## src/rtl/adder_arb_if.sv

```systemverilog
// Signal bundle between adder_arb, its two requesters and the external dual-rail adder.
// slave is the arbiter's view; master is the view of the requesters plus the adder.
interface adder_arb_if #(
    parameter int WIDTH = 8
);
    logic [1:0]                  req_valid;
    logic [1:0]                  req_ready;
    logic [1:0][WIDTH-1:0]       req_a;
    logic [1:0][WIDTH-1:0]       req_b;
    logic [1:0]                  req_cin;
    logic [1:0]                  rsp_valid;
    logic [WIDTH-1:0]            rsp_sum;
    logic                        rsp_cout;
    logic                        rsp_err;
    logic                        fn_rst;
    logic [WIDTH-1:0][1:0]       fn_a;
    logic [WIDTH-1:0][1:0]       fn_b;
    logic [1:0]                  fn_c_in;
    logic                        fn_ack_i;
    logic                        fn_ack_o;
    logic [WIDTH-1:0][1:0]       fn_s;
    logic [1:0]                  fn_c_out;

    modport slave (
        input  req_valid, req_a, req_b, req_cin,
        input  fn_ack_o, fn_s, fn_c_out,
        output req_ready, rsp_valid, rsp_sum, rsp_cout, rsp_err,
        output fn_rst, fn_a, fn_b, fn_c_in, fn_ack_i
    );

    modport master (
        output req_valid, req_a, req_b, req_cin,
        output fn_ack_o, fn_s, fn_c_out,
        input  req_ready, rsp_valid, rsp_sum, rsp_cout, rsp_err,
        input  fn_rst, fn_a, fn_b, fn_c_in, fn_ack_i
    );
endinterface

```

## src/rtl/adder_arb.sv

```systemverilog
// Two-requester round-robin front end for a self-timed dual-rail adder: encodes operands,
// runs the four-phase DATA/NULL handshake against a synchronized ack, and recovers on timeout.
module adder_arb #(
    parameter int WIDTH       = 8,
    parameter int TIMEOUT     = 255,
    parameter int SYNC_STAGES = 2    // minimum 2
) (
    input  logic       clk,
    input  logic       rst,
    adder_arb_if.slave bus
);
    localparam int CW = ($clog2(TIMEOUT + 1) > 2) ? $clog2(TIMEOUT + 1) : 2;
    localparam logic [CW-1:0] TIMEOUT_LAST = CW'(TIMEOUT - 1);
    localparam logic [CW-1:0] RECOV_LAST   = CW'(3);
    localparam logic [1:0]    RAIL_ONE     = 2'b10;
    localparam logic [1:0]    RAIL_ZERO    = 2'b01;

    typedef enum logic [2:0] {
        S_IDLE,
        S_DATA,
        S_CAPT,
        S_NULL,
        S_RSP,
        S_RECOV
    } state_t;

    typedef logic [WIDTH-1:0][1:0] rail_t;

    function automatic rail_t encode(input logic [WIDTH-1:0] v);
        rail_t r;
        for (int i = 0; i < WIDTH; i++) r[i] = v[i] ? RAIL_ONE : RAIL_ZERO;
        return r;
    endfunction

    state_t                 state_q, state_d;
    logic [CW-1:0]          cnt_q, cnt_d;
    logic [SYNC_STAGES-1:0] sync_q;
    logic                   ack_s;
    logic                   last_q, last_d;
    logic                   sel;
    logic [1:0]             grant;
    logic [1:0]             gnt_q, gnt_d;
    rail_t                  fn_a_q, fn_a_d, fn_b_q, fn_b_d;
    logic [1:0]             fn_cin_q, fn_cin_d;
    logic                   fn_ack_q, fn_ack_d;
    logic                   fn_rst_q, fn_rst_d;
    logic [WIDTH-1:0]       sum_q, sum_d;
    logic                   cout_q, cout_d;
    logic                   err_q, err_d;
    logic [1:0]             rsp_valid_q, rsp_valid_d;
    logic [WIDTH-1:0]       rsp_sum_q, rsp_sum_d;
    logic                   rsp_cout_q, rsp_cout_d;
    logic                   rsp_err_q, rsp_err_d;
    logic [WIDTH-1:0]       s_bits;
    logic                   rail_bad;

    // fn_ack_o comes from the self-timed domain and is only ever used through ack_s.
    always_ff @(posedge clk or negedge rst) begin
        if (!rst) sync_q <= '0;
        else      sync_q <= {sync_q[SYNC_STAGES-2:0], bus.fn_ack_o};
    end

    assign ack_s = sync_q[SYNC_STAGES-1];

    always_comb begin
        rail_bad = (bus.fn_c_out[1] == bus.fn_c_out[0]);
        for (int i = 0; i < WIDTH; i++) begin
            s_bits[i] = bus.fn_s[i][1];
            rail_bad  = rail_bad | (bus.fn_s[i][1] == bus.fn_s[i][0]);
        end
    end

    always_comb begin
        if (bus.req_valid == 2'b11) sel = ~last_q;
        else                        sel = bus.req_valid[1];
    end

    // NOTE: every signal gets a default before the case so no path leaves one unassigned
    // (which would infer a latch).
    always_comb begin
        state_d = state_q;
        grant   = '0;
        last_d  = last_q;
        gnt_d   = gnt_q;
        sum_d   = sum_q;
        cout_d  = cout_q;
        err_d   = err_q;

        unique case (state_q)
            S_IDLE: begin
                // fn_rst_q is still high for one cycle after reset release; no grant then.
                if (!fn_rst_q && (bus.req_valid != 2'b00)) begin
                    grant   = sel ? 2'b10 : 2'b01;
                    gnt_d   = grant;
                    last_d  = sel;
                    err_d   = 1'b0;
                    state_d = S_DATA;
                end
            end
            S_DATA: begin
                if (ack_s)                      state_d = S_CAPT;
                else if (cnt_q == TIMEOUT_LAST) state_d = S_RECOV;
            end
            S_CAPT: begin
                sum_d   = s_bits;
                cout_d  = bus.fn_c_out[1];
                err_d   = err_q | rail_bad;
                state_d = S_NULL;
            end
            S_NULL: begin
                if (!ack_s)                     state_d = S_RSP;
                else if (cnt_q == TIMEOUT_LAST) state_d = S_RECOV;
            end
            S_RSP:   state_d = S_IDLE;
            S_RECOV: if (cnt_q == RECOV_LAST) state_d = S_RSP;
            default: state_d = S_IDLE;
        endcase

        if (state_d == S_RECOV && state_q != S_RECOV) begin
            err_d  = 1'b1;
            sum_d  = '0;
            cout_d = 1'b0;
        end

        cnt_d = '0;
        if (state_d == state_q && state_q inside {S_DATA, S_NULL, S_RECOV})
            cnt_d = cnt_q + CW'(1);

        // Outputs are registered from the next state so the adder never sees decode glitches.
        fn_a_d   = '0;
        fn_b_d   = '0;
        fn_cin_d = '0;
        if (state_d inside {S_DATA, S_CAPT}) begin
            if (state_q == S_IDLE) begin
                fn_a_d   = encode(bus.req_a[sel]);
                fn_b_d   = encode(bus.req_b[sel]);
                fn_cin_d = bus.req_cin[sel] ? RAIL_ONE : RAIL_ZERO;
            end else begin
                fn_a_d   = fn_a_q;
                fn_b_d   = fn_b_q;
                fn_cin_d = fn_cin_q;
            end
        end
        fn_ack_d = state_d inside {S_CAPT, S_NULL};
        fn_rst_d = (state_d == S_RECOV);

        rsp_valid_d = '0;
        rsp_sum_d   = rsp_sum_q;
        rsp_cout_d  = rsp_cout_q;
        rsp_err_d   = rsp_err_q;
        if (state_d == S_RSP) begin
            rsp_valid_d = gnt_q;
            rsp_sum_d   = sum_d;
            rsp_cout_d  = cout_d;
            rsp_err_d   = err_d;
        end
    end

    // NOTE: sequential state uses non-blocking assignments so every flop samples pre-edge values.
    always_ff @(posedge clk or negedge rst) begin
        if (!rst) begin
            state_q     <= S_IDLE;
            cnt_q       <= '0;
            last_q      <= 1'b1;
            gnt_q       <= '0;
            fn_a_q      <= '0;
            fn_b_q      <= '0;
            fn_cin_q    <= '0;
            fn_ack_q    <= 1'b0;
            fn_rst_q    <= 1'b1;
            sum_q       <= '0;
            cout_q      <= 1'b0;
            err_q       <= 1'b0;
            rsp_valid_q <= '0;
            rsp_sum_q   <= '0;
            rsp_cout_q  <= 1'b0;
            rsp_err_q   <= 1'b0;
        end else begin
            state_q     <= state_d;
            cnt_q       <= cnt_d;
            last_q      <= last_d;
            gnt_q       <= gnt_d;
            fn_a_q      <= fn_a_d;
            fn_b_q      <= fn_b_d;
            fn_cin_q    <= fn_cin_d;
            fn_ack_q    <= fn_ack_d;
            fn_rst_q    <= fn_rst_d;
            sum_q       <= sum_d;
            cout_q      <= cout_d;
            err_q       <= err_d;
            rsp_valid_q <= rsp_valid_d;
            rsp_sum_q   <= rsp_sum_d;
            rsp_cout_q  <= rsp_cout_d;
            rsp_err_q   <= rsp_err_d;
        end
    end

    assign bus.req_ready = grant;
    assign bus.rsp_valid = rsp_valid_q;
    assign bus.rsp_sum   = rsp_sum_q;
    assign bus.rsp_cout  = rsp_cout_q;
    assign bus.rsp_err   = rsp_err_q;
    assign bus.fn_rst    = fn_rst_q;
    assign bus.fn_a      = fn_a_q;
    assign bus.fn_b      = fn_b_q;
    assign bus.fn_c_in   = fn_cin_q;
    assign bus.fn_ack_i  = fn_ack_q;

endmodule

```

## src/flat_wrapper.sv

```systemverilog
// flat-port wrapper written by rule: the top's interface ports become plain ports
module adder_arb_flat 
#(
    parameter int WIDTH       = 8,
    parameter int TIMEOUT     = 255,
    parameter int SYNC_STAGES = 2                
)
  (clk, rst, bus_req_valid, bus_req_a, bus_req_b, bus_req_cin, bus_fn_ack_o, bus_fn_s, bus_fn_c_out, bus_req_ready, bus_rsp_valid, bus_rsp_sum, bus_rsp_cout, bus_rsp_err, bus_fn_rst, bus_fn_a, bus_fn_b, bus_fn_c_in, bus_fn_ack_i);
  adder_arb_if #(.WIDTH(WIDTH)) bus_i ();
  input  logic clk;
  input  logic rst;
  input wire logic [$bits(bus_i.req_valid)-1:0] bus_req_valid;
  input wire logic [$bits(bus_i.req_a)-1:0] bus_req_a;
  input wire logic [$bits(bus_i.req_b)-1:0] bus_req_b;
  input wire logic [$bits(bus_i.req_cin)-1:0] bus_req_cin;
  input wire logic [$bits(bus_i.fn_ack_o)-1:0] bus_fn_ack_o;
  input wire logic [$bits(bus_i.fn_s)-1:0] bus_fn_s;
  input wire logic [$bits(bus_i.fn_c_out)-1:0] bus_fn_c_out;
  output wire logic [$bits(bus_i.req_ready)-1:0] bus_req_ready;
  output wire logic [$bits(bus_i.rsp_valid)-1:0] bus_rsp_valid;
  output wire logic [$bits(bus_i.rsp_sum)-1:0] bus_rsp_sum;
  output wire logic [$bits(bus_i.rsp_cout)-1:0] bus_rsp_cout;
  output wire logic [$bits(bus_i.rsp_err)-1:0] bus_rsp_err;
  output wire logic [$bits(bus_i.fn_rst)-1:0] bus_fn_rst;
  output wire logic [$bits(bus_i.fn_a)-1:0] bus_fn_a;
  output wire logic [$bits(bus_i.fn_b)-1:0] bus_fn_b;
  output wire logic [$bits(bus_i.fn_c_in)-1:0] bus_fn_c_in;
  output wire logic [$bits(bus_i.fn_ack_i)-1:0] bus_fn_ack_i;
  assign bus_i.req_valid = bus_req_valid;
  assign bus_i.req_a = bus_req_a;
  assign bus_i.req_b = bus_req_b;
  assign bus_i.req_cin = bus_req_cin;
  assign bus_i.fn_ack_o = bus_fn_ack_o;
  assign bus_i.fn_s = bus_fn_s;
  assign bus_i.fn_c_out = bus_fn_c_out;
  assign bus_req_ready = bus_i.req_ready;
  assign bus_rsp_valid = bus_i.rsp_valid;
  assign bus_rsp_sum = bus_i.rsp_sum;
  assign bus_rsp_cout = bus_i.rsp_cout;
  assign bus_rsp_err = bus_i.rsp_err;
  assign bus_fn_rst = bus_i.fn_rst;
  assign bus_fn_a = bus_i.fn_a;
  assign bus_fn_b = bus_i.fn_b;
  assign bus_fn_c_in = bus_i.fn_c_in;
  assign bus_fn_ack_i = bus_i.fn_ack_i;
  adder_arb #(.WIDTH(WIDTH), .TIMEOUT(TIMEOUT), .SYNC_STAGES(SYNC_STAGES)) u_core (.clk(clk), .rst(rst), .bus(bus_i));
endmodule
```

## config.mk

```make
export PLATFORM = sky130hd
export DESIGN_NAME = adder_arb_flat
export DESIGN_NICKNAME = d
export VERILOG_FILES = /design/src/rtl/adder_arb_if.sv /design/src/rtl/adder_arb.sv /design/src/flat_wrapper.sv
export SDC_FILE = /design/constraint.sdc
export NUM_CORES = 1
export LEC_CHECK = 0
export ABC_AREA = 1
export CAP_MARGIN = 5
export CORE_ASPECT_RATIO = 2
export CORE_MARGIN = 1
export CORE_UTILIZATION = 48
export DETAILED_ROUTE_END_ITERATION = 10
export GPL_TIMING_DRIVEN = 0
export PLACE_DENSITY = 0.77
export RECOVER_POWER = 100
export SLEW_MARGIN = 0
export SYNTH_ARGS = -nofsm -noshare
export SYNTH_HDL_FRONTEND = slang
export SYNTH_SLANG_ARGS = --single-unit
```

## constraint.sdc

```tcl
create_clock -name clk -period 2.2 [get_ports clk]
set_clock_uncertainty 0.1 [all_clocks]
set_input_delay 0.22 -clock clk [delete_from_list [all_inputs] [get_ports clk]]
set_output_delay 0.22 -clock clk [all_outputs]
set_load 0.1 [all_outputs]
```

==> results of run 1 <==
-- final timing paths --
kind                               startpoint                  to  slack, ns  depth (start not counted)
min in group asynchronous                 rst  u_core.bus.fn_b[8]       0.62                          3
hold reg to reg              u_core.sync_q[0]    u_core.sync_q[1]       0.25                          0
max in group asynchronous                 rst  u_core.bus.fn_a[6]       0.73                          3
setup reg to reg                u_core.last_q  u_core.bus.fn_b[9]       0.15                          7
setup / recovery           u_core.bus.fn_a[5]         bus_fn_a[5]       0.03                          1
hold / removal               u_core.sync_q[0]    u_core.sync_q[1]       0.25                          0
-- cell families after synthesis --
group / count (synthesis)
simple gates: 186
compound gates: 80
flops: 74
buf+inv: 73
xor+xnor: 6
fa+ha+maj: 2
-- per-layer routing --
layer  part of all wire  global-route usage  vias to the layer above
met3              0.043              0.0514                       24
met5                  0                   0                        -
met1               0.36               0.241                     1527
met2               0.56               0.450                      100
li1                   -                   -                     1560
met4              0.034               0.115                        0
-- layout make-up --
cell class                 count  share of cell area
clock buffer                  12              0.0486
tap                           94              0.0223
buffer                        15              0.0211
sequential                    74               0.351
clock inverter                 4              0.0185
inverter                      58              0.0417
multi-input combinational    274               0.297
timing repair buffer         108               0.199
-- synth_stat cells (2+ instances only) --
library cell	instances
inv_4	2
o21ai_1	2
o21bai_1	8
nand3_1	18
inv_2	2
xor2_1	3
nor2_2	2
buf_2	2
dfrtp_1	72
ha_1	2
buf_12	3
nand4_2	2
nand4_1	2
buf_6	4
xnor2_1	3
nand2_1	88
buf_4	3
o21ai_0	30
nor2_1	30
clkbuf_1	3
a21oi_1	28
dfstp_2	2
inv_1	54
a21boi_0	10
nand2_2	3
nand3_4	4
nor2_4	32
o21ai_2	2
-- sequential cells by signal, indices dropped and copies added, names as in the netlist, 2 cells and up --
register / flops
u_core.sum_q: 8
u_core.bus.fn_c_in: 2
u_core.gnt_q: 2
u_core.bus.rsp_valid: 2
u_core.bus.rsp_sum: 8
u_core.bus.fn_a: 16
u_core.sync_q: 2
u_core.state_q: 3
u_core.bus.fn_b: 16
u_core.cnt_q: 8
-- through the flow --
step	setup WS (ns)	TNS, ns
finish	0.0321	0
global route	0.000359	0
CTS	0.00161	0
detailed placement	-0.767	-2.40
global placement	-1.66	-122.37
floorplan	0.174	0
-- repair_timing --
action                     4_1_cts  5_1_grt
setup endpoints to repair        3        8
hold endpoints to repair        72        0
hold buffers                     1        0
resized for setup               18        6
==> impl_metrics.tcl, run 1 <==
set metrics [dict create \
    status "finished, final reports clean" \
    cts_tree "built" \
    cp.arrival_ns 1.85 \
    synth_edf_count 0 \
    slew_headroom 0.176 \
    fin_util 0.690 \
    synth.distinct_cells 33 \
    layout_common_cells "98 x clkdlybuf4s50_1, 88 x nand2_1, 72 x dfrtp_1, 55 x inv_1, 36 x nor2_1" \
    slew_viol_final 0 \
    finalSetupViolCount 0 \
    synth-seq-cells 74 \
    crit_type "reg2out" \
    holdCritPathClass "reg2reg" \
    yosys.area_share.simple 0.283 \
    die_height_um 129 \
    cts_sinks 74 \
    grt.total_usage 0.240 \
    synth-compound-area-share 0.118 \
    syn_to_final_growth_pct 37.5 \
    grt_overflow 0 \
    root_buffer "clkbuf_16" \
    drt_iter0_markers 143 \
    die_area_sq_mm 0.00839 \
    layout_commonest_cell "clkdlybuf4s50_1" \
    regArea_sq_mm 0.00185 \
    fin_nets 599 \
    cp-start-kind "flop" \
    synthCells 421 \
    cts_buffers 9 \
    syn-cell-area_sq_mm 0.00384 \
    start_util 0.502 \
    ys_seq_area_frac 0.483 \
    first_pass_iters 4 \
    grt_pass1_vias 3270 \
    clockBufferDepth 2 \
    viasPerCell 5.03 \
    cp_num_buf_inv 1 \
    post-route-cell-area_sq_mm 0.00528 \
    cp_slowest_cell "clkdlybuf4s50_1" \
    grt_max_degree 75 \
    ys_dominant_reg_cell "dfrtp_1" \
    required_ns 1.88 \
    synth_xor_area_frac 0.0137 \
    cts-htree-levels 3 \
    timing.hold.ws_ns 0.246 \
    synth_area_per_cell_sq_um 9.13 \
    insertedDiodeCount 0 \
    synth_mux_area_frac 0 \
    hold_viol_final 0 \
    avgRoutedWirePerCell_um 14.7 \
    synth.area.top_cells "dfrtp_1 47%, nor2_4 9.4%, nand2_1 8.6%" \
    stdcell_count 639 \
    worst_slew_pin_slew_ns 1.24 \
    drt-total-wl_um 9370 \
    synth.largest_area_cell "dfrtp_1" \
    placed_cell_area_sq_mm 0.00506 \
    die_w_um 65.3 \
    io_pins 107 \
    drc 0 \
    async_flop_share 1.00 \
    grt_antenna_before_repair 0 \
    rows 45 \
    globalplace.congestion 0.797 \
    drive_gt1_frac 0.147 \
    multi_input_area_sq_mm 0.00157 \
    clk_latency_ns 0.33 \
    dp_hpwl_um 6970 \
    critPathCaptureType "output pin" \
    postCtsSetupRepairBufs 0 \
    clkTransAtPathRegs_ns 0.06 \
    synth_top_family_by_area "simple AND/OR/NAND/NOR gates" \
    period_needed_ns 2.17 \
    cp_max_fo 2 \
    grt_setup_unrepaired "no" \
    synth_top_area_share 0.469 \
    fmax_ghz 0.461 \
    yosysWarnings 0 \
    syn_nets 480 \
    fp.coreArea_sq_mm 0.00766 \
    portBuffers 106 \
    crit_family "buffers and inverters" \
    antenna_left 0 \
    dp.cells 622 \
    cap_violations 0 \
    synth-adder-area-share 0.00651 \
    cp_cell_sequence "clkdlybuf4s50_1" \
    num_vias 3211 \
    max_stage_delay_ns 1.14 \
    nFillCells 644 \
    final.period_utilization 0.985 \
    grt_pass1_wl_um 15100 \
]
Power of run 1 is not shown: default switching activity piles up to over one toggle a cycle in this logic, so the estimate is an artifact.
==> run 2: changes to the inputs <==
--- a/config.mk
+++ b/config.mk
@@ -14,7 +14,6 @@
 export GPL_TIMING_DRIVEN = 0
 export PLACE_DENSITY = 0.77
 export RECOVER_POWER = 100
-export SLEW_MARGIN = 0
 export SYNTH_ARGS = -nofsm -noshare
 export SYNTH_HDL_FRONTEND = slang
 export SYNTH_SLANG_ARGS = --single-unit
==> results of run 2 <==
The final DEF is identical to that of run 1; final timing and power are the same.
Power of run 2 is left out for the same reason.
